## src/rtl/layer_sequencer_pkg.sv

```systemverilog
// Shared types and helpers for the layer sequencer: FSM state encodings and a
// ceil-log2 used to size the layer index and watchdog counters.
package layer_sequencer_pkg;

  typedef enum logic [1:0] {
    S_IDLE  = 2'd0,
    S_ISSUE = 2'd1,
    S_WAIT  = 2'd2,
    S_DONE  = 2'd3
  } state_t;

  function automatic int CLOG2(input int v);
    int r;
    r = 0;
    while ((1 << r) < v) r++;
    return r;
  endfunction

  // Counters and indices need at least one bit even when the range collapses.
  function automatic int CLOG2_MIN1(input int v);
    return (CLOG2(v) < 1) ? 1 : CLOG2(v);
  endfunction

endpackage

```

## src/rtl/layer_sequencer_if.sv

```systemverilog
// Handshake between the sequencer (seq) and the shared layer datapath (dp).
interface layer_sequencer_if #(
  parameter int NEURON_NUM = 6,
  parameter int ACT_WIDTH  = 9,
  parameter int IDX_W      = 2
);
  logic                            layer_start;
  logic [IDX_W-1:0]                layer_idx;
  logic [NEURON_NUM*ACT_WIDTH-1:0] layer_input;
  logic [NEURON_NUM*ACT_WIDTH-1:0] layer_output;
  logic [NEURON_NUM-1:0]           layer_output_valid;

  modport seq (output layer_start, layer_idx, layer_input,
               input  layer_output, layer_output_valid);
  modport dp  (input  layer_start, layer_idx, layer_input,
               output layer_output, layer_output_valid);
endinterface

```

## src/rtl/layer_result_collector.sv

```systemverilog
// Gathers per-lane datapath results that may arrive on different cycles.
// o_buffer already merges same-cycle valids so the caller can consume it on completion.
module layer_result_collector
  import layer_sequencer_pkg::*;
#(
  parameter int NEURON_NUM = 6,
  parameter int ACT_WIDTH  = 9
) (
  input  logic                            clk,
  input  logic                            rst,
  input  logic                            i_clr,
  input  logic                            i_en,
  input  logic [NEURON_NUM-1:0]           i_valid,
  input  logic [NEURON_NUM*ACT_WIDTH-1:0] i_data,
  output logic [NEURON_NUM*ACT_WIDTH-1:0] o_buffer,
  output logic                            o_complete
);
  logic [NEURON_NUM-1:0]           r_mask;
  logic [NEURON_NUM*ACT_WIDTH-1:0] r_buf;
  logic [NEURON_NUM*ACT_WIDTH-1:0] w_merged;

  for (genvar i = 0; i < NEURON_NUM; i++) begin : g_lane
    assign w_merged[i*ACT_WIDTH +: ACT_WIDTH] =
      i_valid[i] ? i_data[i*ACT_WIDTH +: ACT_WIDTH] : r_buf[i*ACT_WIDTH +: ACT_WIDTH];
  end

  always_ff @(posedge clk or posedge rst) begin
    if (rst) begin
      r_mask <= '0;
      r_buf  <= '0;
    end else if (i_clr) begin
      r_mask <= '0;
    end else if (i_en) begin
      r_buf  <= w_merged;
      r_mask <= r_mask | i_valid;
    end
  end

  assign o_buffer   = w_merged;
  assign o_complete = i_en & (&(r_mask | i_valid));
endmodule

```

## src/rtl/layer_sequencer.sv

```systemverilog
// Runs one input vector through a shared layer datapath LAYER_NUM times, feeding results back.
// Optional INPUT_QUEUE_EN adds a one-entry input queue so a start can be taken while busy.
module layer_sequencer
  import layer_sequencer_pkg::*;
#(
  parameter int NEURON_NUM     = 6,
  parameter int ACT_WIDTH      = 9,
  parameter int LAYER_NUM      = 3,
  parameter int TIMEOUT_CYCLES = 1024
) (
  input  logic                            clk,
  input  logic                            rst,
  input  logic                            i_start,
  input  logic [NEURON_NUM*ACT_WIDTH-1:0] i_start_input,
  output logic                            o_start_ready,
  output logic                            o_busy,
  output logic [NEURON_NUM*ACT_WIDTH-1:0] o_final_output,
  output logic [NEURON_NUM-1:0]           o_final_output_valid,
  output logic                            o_error,
  layer_sequencer_if.seq                  dp
);
  localparam int NW    = NEURON_NUM * ACT_WIDTH;
  localparam int IDX_W = CLOG2_MIN1(LAYER_NUM);
  localparam int WD_W  = CLOG2_MIN1(TIMEOUT_CYCLES);
  localparam logic [IDX_W-1:0] LAST_IDX = IDX_W'(LAYER_NUM - 1);
  localparam logic [WD_W-1:0]  WD_LAST  = WD_W'(TIMEOUT_CYCLES - 1);

  state_t            r_state;
  logic              r_layer_start;
  logic [IDX_W-1:0]  r_layer_idx;
  logic [NW-1:0]     r_layer_input;
  logic [NW-1:0]     r_final_output;
  logic              r_final_valid;
  logic              r_error;
  logic [WD_W-1:0]   r_wd;

  logic              w_complete;
  logic [NW-1:0]     w_buf;
  logic              w_start_ok;
  logic              w_abort;
  logic              w_pend_vld;
  logic [NW-1:0]     w_pend_data;
  logic              w_launch;

  layer_result_collector #(
    .NEURON_NUM (NEURON_NUM),
    .ACT_WIDTH  (ACT_WIDTH)
  ) u_collect (
    .clk        (clk),
    .rst        (rst),
    .i_clr      (r_state == S_ISSUE),
    .i_en       (r_state == S_WAIT),
    .i_valid    (dp.layer_output_valid),
    .i_data     (dp.layer_output),
    .o_buffer   (w_buf),
    .o_complete (w_complete)
  );

  assign w_start_ok = i_start & o_start_ready;
  assign w_abort    = (r_state == S_WAIT) & ~w_complete & (r_wd == WD_LAST);

`ifdef INPUT_QUEUE_EN
  logic          r_q_full;
  logic [NW-1:0] r_q_data;
  assign o_start_ready = ~r_q_full;
  assign w_pend_vld    = r_q_full | w_start_ok;
  assign w_pend_data   = r_q_full ? r_q_data : i_start_input;
`else
  assign o_start_ready = (r_state == S_IDLE);
  assign w_pend_vld    = w_start_ok;
  assign w_pend_data   = i_start_input;
`endif

  // A new vector can begin from IDLE, straight out of DONE, or straight out of an abort.
  assign w_launch = w_pend_vld & ((r_state == S_IDLE) | (r_state == S_DONE) | w_abort);

  always_ff @(posedge clk or posedge rst) begin
    if (rst) begin
      r_state        <= S_IDLE;
      r_layer_start  <= 1'b0;
      r_layer_idx    <= '0;
      r_layer_input  <= '0;
      r_final_output <= '0;
      r_final_valid  <= 1'b0;
      r_error        <= 1'b0;
      r_wd           <= '0;
`ifdef INPUT_QUEUE_EN
      r_q_full       <= 1'b0;
      r_q_data       <= '0;
`endif
    end else begin
      r_layer_start <= 1'b0;
      r_final_valid <= 1'b0;
      r_error       <= 1'b0;
`ifdef INPUT_QUEUE_EN
      if (r_state != S_IDLE && w_start_ok) begin
        r_q_full <= 1'b1;
        r_q_data <= i_start_input;
      end
`endif
      case (r_state)
        S_ISSUE: begin
          r_wd    <= '0;
          r_state <= S_WAIT;
        end
        S_WAIT: begin
          if (w_complete) begin
            if (r_layer_idx < LAST_IDX) begin
              r_layer_input <= w_buf;
              r_layer_idx   <= r_layer_idx + 1'b1;
              r_layer_start <= 1'b1;
              r_state       <= S_ISSUE;
            end else begin
              r_final_output <= w_buf;
              r_final_valid  <= 1'b1;
              r_state        <= S_DONE;
            end
          end else if (w_abort) begin
            r_error <= 1'b1;
            r_state <= S_IDLE;
          end else begin
            r_wd <= r_wd + 1'b1;
          end
        end
        S_DONE:  r_state <= S_IDLE;
        default: ;
      endcase
      // Launch overrides the state-specific next state above.
      if (w_launch) begin
        r_layer_input <= w_pend_data;
        r_layer_idx   <= '0;
        r_layer_start <= 1'b1;
        r_state       <= S_ISSUE;
`ifdef INPUT_QUEUE_EN
        r_q_full      <= 1'b0;
`endif
      end
    end
  end

  assign o_busy               = (r_state != S_IDLE);
  assign o_final_output       = r_final_output;
  assign o_final_output_valid = {NEURON_NUM{r_final_valid}};
  assign o_error              = r_error;
  assign dp.layer_start       = r_layer_start;
  assign dp.layer_idx         = r_layer_idx;
  assign dp.layer_input       = r_layer_input;
endmodule
```

## src/flat_wrapper.sv

```systemverilog
// flat-port wrapper written by rule: the top's interface ports become plain ports
module layer_sequencer_flat import layer_sequencer_pkg::*;
#(
  parameter int NEURON_NUM     = 6,
  parameter int ACT_WIDTH      = 9,
  parameter int LAYER_NUM      = 3,
  parameter int TIMEOUT_CYCLES = 1024
)
  (clk, rst, i_start, i_start_input, o_start_ready, o_busy, o_final_output, o_final_output_valid, o_error, dp_layer_start, dp_layer_idx, dp_layer_input, dp_layer_output, dp_layer_output_valid);
  layer_sequencer_if #(.NEURON_NUM(NEURON_NUM), .ACT_WIDTH(ACT_WIDTH)) dp_i ();
  input  logic clk;
  input  logic rst;
  input  logic i_start;
  input  logic [NEURON_NUM*ACT_WIDTH-1:0] i_start_input;
  output logic o_start_ready;
  output logic o_busy;
  output logic [NEURON_NUM*ACT_WIDTH-1:0] o_final_output;
  output logic [NEURON_NUM-1:0] o_final_output_valid;
  output logic o_error;
  output wire logic [$bits(dp_i.layer_start)-1:0] dp_layer_start;
  output wire logic [$bits(dp_i.layer_idx)-1:0] dp_layer_idx;
  output wire logic [$bits(dp_i.layer_input)-1:0] dp_layer_input;
  input wire logic [$bits(dp_i.layer_output)-1:0] dp_layer_output;
  input wire logic [$bits(dp_i.layer_output_valid)-1:0] dp_layer_output_valid;
  assign dp_layer_start = dp_i.layer_start;
  assign dp_layer_idx = dp_i.layer_idx;
  assign dp_layer_input = dp_i.layer_input;
  assign dp_i.layer_output = dp_layer_output;
  assign dp_i.layer_output_valid = dp_layer_output_valid;
  layer_sequencer #(.NEURON_NUM(NEURON_NUM), .ACT_WIDTH(ACT_WIDTH), .LAYER_NUM(LAYER_NUM), .TIMEOUT_CYCLES(TIMEOUT_CYCLES)) u_core (.clk(clk), .rst(rst), .i_start(i_start), .i_start_input(i_start_input), .o_start_ready(o_start_ready), .o_busy(o_busy), .o_final_output(o_final_output), .o_final_output_valid(o_final_output_valid), .o_error(o_error), .dp(dp_i));
endmodule
```

## config.mk

```make
export PLATFORM = sky130hd
export DESIGN_NAME = layer_sequencer_flat
export DESIGN_NICKNAME = d
export VERILOG_FILES = /design/src/rtl/layer_sequencer_pkg.sv /design/src/rtl/layer_sequencer_if.sv /design/src/rtl/layer_result_collector.sv /design/src/rtl/layer_sequencer.sv /design/src/flat_wrapper.sv
export SDC_FILE = /design/constraint.sdc
export NUM_CORES = 1
export LEC_CHECK = 0
export CORE_UTILIZATION = 30
export CTS_CLUSTER_DIAMETER = 80
export DETAILED_ROUTE_END_ITERATION = 10
export GPL_TIMING_DRIVEN = 0
export PLACE_DENSITY = 0.54
export SYNTH_ARGS = -nofsm -noshare
export SYNTH_HDL_FRONTEND = slang
export SYNTH_SLANG_ARGS = --single-unit
```

## constraint.sdc

```tcl
create_clock -name clk -period 5.8 [get_ports clk]
set_input_delay 0.87 -clock clk [delete_from_list [all_inputs] [get_ports clk]]
set_output_delay 0.87 -clock clk [all_outputs]
set_load 0.03 [all_outputs]
```

# After elaboration in Yosys (flattened, before gate mapping)
# Cells that the tools add are included.
# word_totals
ff_bits,185
input_bits,117
elab_cells,78
# classes
n_reduce_logical,13
mux,34
n_addsub,2
magnitude_cmp,1
bitwise,11
eq_ne,7
# op_table
cell,n
$mux 54,4
$mux 9,6
$mux 10,2
$pmux 10 s2,1
$mux 2,8
$mux 6,2
$add 10x1->10 const B,1
$eq 10x10->1 const B,1
$mux 1,10
$reduce_bool 2->1,5
$reduce_and 3->1,3
$or 6x6->6,1
$pmux 2 s3,1
$reduce_and 6->1,1
$and 1x1->1,5
$eq 2x2->1 const B,2
$ne 2x2->1 const B,2
$ne 4x1->1 const B,1
$reduce_and 2->1,2
$reduce_bool 4->1,1
$not 1->1,3
$add 2x1->2 const B,1
$eq 2x1->1 const B,1
$logic_not 2->1,1
other kinds (2),3

# Depth between registers and ports, before layout
# Gate-level depths: netlist (run 1).
# depth
depth_word,10
depth_mapped,8
depth_no_buf,6

# Hierarchy
# Synthesis (run 1) repeated with hierarchy kept, for this count alone.
# hier_totals
hier_cells,720
area_unflattened_um2,8371.8
# by_module_without_submodules
module,area_per_inst_um2,instances,seq_area_each_um2,cells_each
layer_sequencer,5361.4,1,3128.0,441
layer_result_collector,3010.4,1,1501.4,279

# Worst setup path after synthesis (run 1)
# Ideal clock, no wire load.
# synth_path
path_type,input -> register
start,input dp_layer_output_valid[0]
end,"register u_core.r_layer_input[10], in the netlist u_core.dp.layer_input[10]"
setup_slack_ps,3842
path_stages,6
path_buffers,3
setup_ps,124
required_ps,5676
arrival_ps,1834
cell_sequence,o22ai_2 o41ai_1 buf_2 buf_4 buf_4 a21oi_1
# synth_between
elab_chain_cells,10
word_cells_on_any_way,13
cone_classes,1 x mux; 7 x bitwise; 5 x reduce/logical
# synth_rtl
item,line,text
start: declaration,flat_wrapper.sv:24,input wire logic [$bits(dp_i.layer_output_valid)-1:0] dp_layer_output_valid;
$or 6x6->6 (*),layer_result_collector.sv:40,assign o_complete = i_en & (&(r_mask | i_valid));
$reduce_and 6->1 (*),layer_result_collector.sv:40,
$and 1x1->1 (*),layer_result_collector.sv:40,
$not 1->1,layer_sequencer.sv:60,assign w_abort = (r_state == S_WAIT) & ~w_complete & (r_wd == WD_LAST);
$and 1x1->1 (2 in a row),layer_sequencer.sv:60,
$or 1x1->1,layer_sequencer.sv:75,assign w_launch = w_pend_vld & ((r_state == S_IDLE) | (r_state == S_DONE) | w_abort);
$and 1x1->1,layer_sequencer.sv:75,
$reduce_bool 2->1 (no source line),n/a,
$reduce_and 3->1 (no source line),n/a,
end signal: assignment,layer_sequencer.sv:109,r_layer_input <= w_buf;
end signal: assignment,layer_sequencer.sv:130,r_layer_input <= w_pend_data;
end: declaration,layer_sequencer.sv:31,logic [NW-1:0] r_layer_input;
# Every way passes the cells marked *; elsewhere a longest branch is shown, timed or not.
# A chain may end at the register's enable or synchronous reset.

# Final worst setup path (run 1)
# layout_path
start,register u_core.r_state[0]
end,output o_busy
# layout_between
elab_chain_cells,1
# layout_rtl
item,line,text
start: declaration,layer_sequencer.sv:28,state_t r_state;
start signal: assignment,layer_sequencer.sv:79,r_state <= S_IDLE;
start signal: assignment,layer_sequencer.sv:104,r_state <= S_WAIT;
start signal: assignment,layer_sequencer.sv:112,r_state <= S_ISSUE;
$reduce_bool 2->1,layer_sequencer.sv:141,assign o_busy = (r_state != S_IDLE);
end: declaration,flat_wrapper.sv:16,output logic o_busy;
# No other way between the ends.

==> run_results.csv, run 1 <==
group,metric,value,unit
floorplan,io_pins,237,
floorplan,fp.coreArea,26300,um^2
sta,timing_worst_slew_pin_value,0.995,ns
worst_setup_path,setup.worst_path.end_class,"output port",
clock_tree,worst_setup_hold_path_clk_slew,0.07,ns
final_layout,finish.cell_count_without_fillers,1455,
logic_synthesis,synth-edff-count,0,
clock_tree,cts.path.max_buffers,2,
placed_design,placedCellCount,1422,
clock_tree,ctsRootBufferMaster,"clkbuf_16",
floorplan,floorplan.die.width,166,um
worst_setup_path,critical_path.most_common_cell,"inv_1",
placed_design,place_congestion,0.822,
clock_tree,cts-htree-levels,4,
drt,firstDrtPassIters,9,
worst_setup_path,critical_path_peak_fanout,4,
global_routing,antenna_found_initial,1,
worst_setup_path,cp_slowest_stage_delay,0.66,ns
run_status,failed_checks,"design-rule violations",
clock_tree,cts_inserted_buffers,17,
floorplan,row_count,59,
sta,tmin_final,2.78,ns
logic_synthesis,synth.yosys.seq_area_share,57.3,%
flow_run,max-cap-violations,0,
clock_tree,post_cts_setup_buffer_count,0,
logic_synthesis,async_reset_ff_share,100,%
worst_setup_path,arrival,1.91,ns
logic_synthesis,post_synth_num_cell_types,38,
logic_synthesis,synth_seq_cells,185,
worst_setup_path,crit_path_cell_chain,"inv_1, ha_1, inv_1, clkdlybuf4s50_1",
power,power.density,590,nW/um^2
placed_design,place.detailed.hpwl,19200,um
logic_synthesis,synth_cells,846,
placed_design,buffer_ports.inserted,236,
drt,number_of_vias_per_cell_after_detailed_routing,4.90,
sta,timing.final.max_slew_violations,0,
sta,finalClockSkew,0.0143,ns
logic_synthesis,synth_largest_area_cell,"dfrtp_1",
power,leakage,4.93,nW
logic_synthesis,yosysTopAreaCellShare,57.3,%
worst_setup_path,setup.worst_path.class,"register to output port",
logic_synthesis,ys_warn_count,0,
sta,setup_viol,0,
clock_tree,tritoncts,"done",
worst_setup_path,timing.critical_path.slowest_stage_cell,"clkdlybuf4s50_1",
worst_setup_path,cpLargestDelayFamily,"buffers and inverters",
drt,drt_first_iter_violations,465,
sta,finalCritPeriodShare,47.9,%
power,peakVddDrop,0.261,mV
worst_hold_path,hold_path.startpoint,"u_core.u_collect.r_mask[3]",
floorplan,die_area,27600,um^2
clock_tree,postCtsHoldBufs,0,
logic_synthesis,synth_area,8080,um^2
logic_synthesis,syn_avg_cell_area,9.56,um^2
drt,postRouteAntennaNets,0,
drt,route.detailed.drc,9,
global_routing,grtUsageTotal,19.3,%
drt,detail_route.wl_per_cell,18.2,um
sta,max_slew_margin,33.1,%
worst_setup_path,critical_path_required,4.93,ns
sta,rsz_0062_raised_after_global_routing,"false",
final_layout,area_delta_synth_final,43.2,%
clock_tree,clkSinkCount,185,
global_routing,gr-total-overflow,0,
drt,routed-via-count,7124,
final_layout,layout.filler_cells,2585,
worst_setup_path,critPathLaunch,"u_core.r_state[0]",
run_status,run_status,"complete, but fails checks",
floorplan,initial_utilization,30.8,%
worst_setup_path,crit_path_start_kind,"register",
logic_synthesis,synth_top_flop_cell,"dfrtp_1",
drt,wirelength,26500,um
floorplan,die_h,166,um
logic_synthesis,synth_top_cells_by_area,"dfrtp_1, a21oi_1, nor2_1",
global_routing,first_pass_grt_wire_length,41600,um
clock_tree,ctsResizeCount,0,
final_layout,post_route_cells_drive_above_1_share,7.06,%
sta,timing_hold_violations_final,0,
worst_setup_path,crit_buf_inv,3,
global_routing,first_global_vias,7151,
sta,timing.setup.tns,0,ns
global_routing,maximum_number_of_pins_on_one_net_before_global_route_repair,40,
sta,maximum_frequency_from_static_timing_analysis,360,MHz
final_layout,nets,1228,
logic_synthesis,mappedNetlistNets,968,
worst_hold_path,min_path_type,"register to register",
worst_setup_path,crit_reg_reg_startpoint,"u_core.r_state[0]",
clock_tree,worstSkewPairLatency,0.44,ns
## flip-flops by register name (all words and copies together), names as in the netlist
name	flops
u_core.dp.layer_input	54
u_core.r_final_valid	1
u_core.o_error	1
u_core.dp.layer_start	1
u_core.r_wd	10
u_core.u_collect.r_mask	6
u_core.r_state	2
u_core.u_collect.r_buf	54
u_core.dp.layer_idx	2
u_core.o_final_output	54
## placed cells by master, fill, tap and decap left out, drive strengths merged, types with 2 or more instances in the layout
master	netlist	routed
mux2i	54	54
buf	36	41
nand2	61	61
a41oi	2	2
o21ai	56	56
nand3	10	10
bufinv	0	2
dfrtp	185	185
o31ai	2	2
ha	5	5
and2	5	5
o221ai	4	4
nor2	170	170
inv	8	15
clkdlybuf4s50	0	236
clkinvlp	0	2
and3	3	3
o311ai	6	6
clkinv	0	3
a21oi	174	174
o22ai	4	4
nor3	4	4
o211ai	3	3
o41ai	2	2
clkbuf	31	49
or3	5	5
nand2b	4	4
nand4	2	2
## layout make-up
type	count	area [um^2]	area share, %
clock buffers	18	429	3.71
clock inverters	14	174	1.50
multi-input cells	586	3110	26.9
plain buffers	67	317	2.73
flip-flops and latches	185	4630	40.0
well taps	335	419	3.62
inverters	8	33.8	0.292
diodes	1	2.50	0.0216
repair buffers	241	2460	21.3
## cell usage after synthesis (3+ instances only)
master    instances
o21ai_0          56
nand2_1          61
clkbuf_1         31
o22ai_2           3
o311ai_0          6
nor2_1          170
a21oi_1         173
ha_1              5
dfrtp_1         185
and3_1            3
buf_2            28
nand2b_1          4
nor3_1            3
o221ai_1          4
or3_1             5
mux2i_1          54
buf_4             8
o211ai_1          3
inv_1             8
nand3_1          10
and2_1            5
## power breakdown
| part | internal [W] | switching (W) | total, W |
|---|---|---|---|
| registers | 0.00187 | 0.000324 | 0.00219 |
| clock network | 0.000656 | 0.000571 | 0.00123 |
| logic | 0.00128 | 0.00214 | 0.00341 |
## layer usage
layer  wire length (um)  GRT usage (%)  part of all wire [%]  vias to the layer above
met4                531           6.01                   2.0                        0
li1                   -              -                     -                     3431
met5                  0              0                     0                        -
met3               1170           3.65                   4.4                       30
met1              12200           26.0                    46                     3486
met2              12600           31.4                    48                      177
## path summary, 6_finish.rpt
kind                                                   end  slack [ns]  cells past startpoint
worst max-delay path                                o_busy        3.02                      4
worst min-delay path            u_core.u_collect.r_mask[3]        0.52                      2
worst max register to register    u_core.dp.layer_input[7]        3.24                      8
worst min register to register  u_core.u_collect.r_mask[3]        0.52                      2
max in group asynchronous        u_core.u_collect.r_buf[6]        3.99                      5
min in group asynchronous        u_core.dp.layer_input[40]        0.77                      2
## worst min-delay path, delay by kind of cell, from the launching register on
family,cells,cell delay (ns)
DFF,1,0.36
AOI/OAI and AO/OA,1,0.05
and+or+nand+nor,1,0.07
## per-stage QoR
stage	util [%]	setup WS (ns)	hold WS, ns	cell area (um^2)	total power, W
3_5_place_dp	41.7	2.68	0.511	11000	0.00564
6_report	44.0	3.02	0.523	11600	0.00683
4_1_cts	44.0	3.00	0.528	11600	0.00689
3_3_place_gp	41.4	0.790	0.498	10900	0.00560
2_1_floorplan	-	2.55	0.481	8090	0.00421
5_1_grt	44.0	2.93	0.546	11600	0.00726
## logic make-up (layout without fill, tap and decap cells)
logic type / Yosys count / count (layout) / synth area share, %
and+or+nand+nor: 268 / 268 / 13.5
AOI/OAI and AO/OA: 259 / 259 / 17.5
DFF: 185 / 185 / 57.3
buffers and inverters: 75 / 348 / 4.29
muxes: 54 / 54 / 6.69
adders and majority gates: 5 / 5 / 0.774
other: 0 / 1 / 0
Note: power is estimated with default switching activity, not from simulation.
==> run 2: changes to the inputs <==
Clock period 5.8 ns to 2.25 ns, I/O delays scaled along.
==> run 2 against run 1 <==
Compared with the run above:
- the flow still finishes with violations (design-rule violations)
- sequential power rose to 2.6 times the previous value
- register-to-register slack got worse by 3.1 ns
- utilization rose by 0.25 points
- first-iteration DRC count fell by 13%
- die area did not move
- clock skew barely moved
- power rose to 2.6 times the previous value
- combinational power rose to 2.6 times the previous value
- hold slack got worse by 0.28 ns
- largest cell class unchanged
- largest power group unchanged
==> run_results.csv, run 2 (synthesized netlist as in run 1, its figures left out) <==
group,metric,value,unit
global_routing,gr-total-overflow,0,
worst_setup_path,cp_slowest_stage_delay,0.41,ns
worst_setup_path,rr_worst_depth,7,
worst_setup_path,crit_path_start_kind,"register",
clock_tree,worst_setup_hold_path_clk_slew,0.08,ns
global_routing,maximum_number_of_pins_on_one_net_before_global_route_repair,40,
drt,routed-via-count,7094,
placed_design,placed_cell_area,11000,um^2
worst_setup_path,critical_path_required,2.57,ns
worst_hold_path,min_path_type,"input port to async pin",
final_layout,post_route_cells_drive_above_1_share,8.65,%
worst_setup_path,setup.worst_path.class,"register to register",
floorplan,row_count,59,
power,power.density,1520,nW/um^2
clock_tree,worstSkewPairLatency,0.44,ns
power,peakVddDrop,0.680,mV
sta,finalCritPeriodShare,92.3,%
clock_tree,tritoncts,"done",
sta,timing.setup.tns,0,ns
final_layout,finish.cell_count_without_fillers,1457,
global_routing,first_pass_grt_wire_length,41600,um
drt,detail_route.wl_per_cell,18.2,um
sta,setup_viol,0,
sta,timing_worst_slew_pin_value,0.974,ns
placed_design,place.detailed.hpwl,19200,um
final_layout,most-common-layout-cells,"clkdlybuf4s50_1, dfrtp_1, a21oi_1",
global_routing,grtUsageTotal,19.3,%
clock_tree,cts.path.max_buffers,2,
worst_setup_path,crit_buf_inv,3,
placed_design,buffer_ports.inserted,236,
worst_setup_path,arrival,2.39,ns
worst_setup_path,crit_reg_reg_startpoint,"u_core.r_state[1]",
drt,drt_first_iter_violations,405,
power,leakage,5.01,nW
worst_setup_path,crit_path_cell_chain,"inv_1, ha_1, nand2_1, clkbuf_2, clkbuf_2, o21ai_0, a21oi_1",
worst_setup_path,setup.worst_path.end_class,"register",
floorplan,io_pins,237,
drt,postRouteAntennaNets,0,
run_status,failed_checks,"design-rule violations",
floorplan,initial_utilization,30.8,%
final_layout,area_delta_synth_final,44.0,%
worst_setup_path,worstReg2RegEnd,"u_core.dp.layer_input[44]",
drt,number_of_vias_per_cell_after_detailed_routing,4.87,
worst_setup_path,timing.reg2reg.setup_slack,0.17,ns
worst_setup_path,termination_of_the_worst_setup_path,"u_core.dp.layer_input[44]",
sta,final.setup.worst_slack,0.174,ns
drt,route.detailed.drc,9,
placed_design,dp_slack,-0.340,ns
drt,firstDrtPassIters,8,
global_routing,antenna_found_initial,1,
final_layout,nets,1230,
placed_design,placedCellCount,1422,
worst_setup_path,critical_path.most_common_cell,"clkbuf_2",
sta,rsz_0062_raised_after_global_routing,"false",
clock_tree,clkSinkCount,185,
sta,tmin_final,2.08,ns
final_layout,layout.cells.most_common,"clkdlybuf4s50_1",
sta,finalClockSkew,0.0139,ns
drt,wirelength,26500,um
placed_design,place_congestion,0.822,
run_status,run_status,"complete, but fails checks",
sta,timing.final.max_slew_violations,0,
worst_setup_path,cpLargestDelayFamily,"buffers and inverters",
worst_setup_path,critical_path_depth,7,
clock_tree,ctsRootBufferMaster,"clkbuf_16",
global_routing,first_global_vias,7153,
floorplan,fp.coreArea,26300,um^2
sta,maximum_frequency_from_static_timing_analysis,482,MHz
floorplan,floorplan.die.width,166,um
floorplan,die_h,166,um
worst_setup_path,critPathLaunch,"u_core.r_state[1]",
final_layout,post-route-cell-area,11600,um^2
worst_setup_path,critical_path_peak_fanout,10,
sta,max_slew_margin,34.5,%
clock_tree,cts_inserted_buffers,17,
worst_setup_path,timing.critical_path.slowest_stage_cell,"dfrtp_1",
flow_run,max-cap-violations,0,
clock_tree,cts-htree-levels,4,
floorplan,die_area,27600,um^2
final_layout,fin_util,44.3,%
sta,timing_hold_violations_final,0,
==> run 2: power by group <==
part	total (W)	internal [W]	switching [W]
combinational	0.00890	0.00339	0.00552
sequential	0.00565	0.00482	0.000837
clock	0.00316	0.00169	0.00146
total	0.0177	0.00989	0.00782
==> run 2: worst register-to-register path, cell delays in order (launching register included) <==
cell,delay (ns)
dfrtp_1,0.41
inv_1,0.12
ha_1,0.23
nand2_1,0.13
clkbuf_2,0.30
clkbuf_2,0.29
o21ai_0,0.36
a21oi_1,0.12
==> run 2: layer usage <==
metal  wire (um)  GRT usage, %  vias to the layer above  share of wire [%]
li1            -             -                     3430                  -
met1       12000          26.0                     3434                 45
met2       12600          31.4                      198                 48
met3        1290          3.65                       32                4.9
met4         539          6.01                        0                2.0
met5           0             0                        -                  0
==> run 2: through the flow <==
stage	hold slack [ns]	total power, W
2_1_floorplan	0.481	0.0109
3_3_place_gp	0.498	0.0144
3_5_place_dp	0.511	0.0146
4_1_cts	0.237	0.0178
5_1_grt	0.279	0.0188
6_report	0.238	0.0177
==> run 2: repair_timing <==
action / 4_1_cts / 5_1_grt
resized for setup: 3 / 32
hold buffers: 0 / 0
setup buffers: 0 / 2
hold endpoints to repair: 0 / 0
endpoints found under the setup margin: 55 / 121
==> run 2: area by class of cell <==
class,count,area (um^2)
Fill cell,2579,14600
Sequential cell,185,4630
Multi-Input combinational cell,586,3110
Timing Repair Buffer,243,2500
Clock buffer,18,429
Tap cell,335,419
Buffer,67,342
Clock inverter,14,174
Inverter,8,33.8
Antenna cell,1,2.50
==> run 2: worst min path at each step <==
stage | startpoint | endpoint | cells after the start
floorplan | u_core.u_collect.r_mask[5] | u_core.u_collect.r_mask[5] | 2
global placement | u_core.u_collect.r_mask[5] | u_core.u_collect.r_mask[5] | 2
detailed placement | u_core.u_collect.r_mask[1] | u_core.u_collect.r_mask[1] | 2
CTS | rst | u_core.dp.layer_input[40] | 2
global route | rst | u_core.dp.layer_input[40] | 2
finish | rst | u_core.dp.layer_input[40] | 2
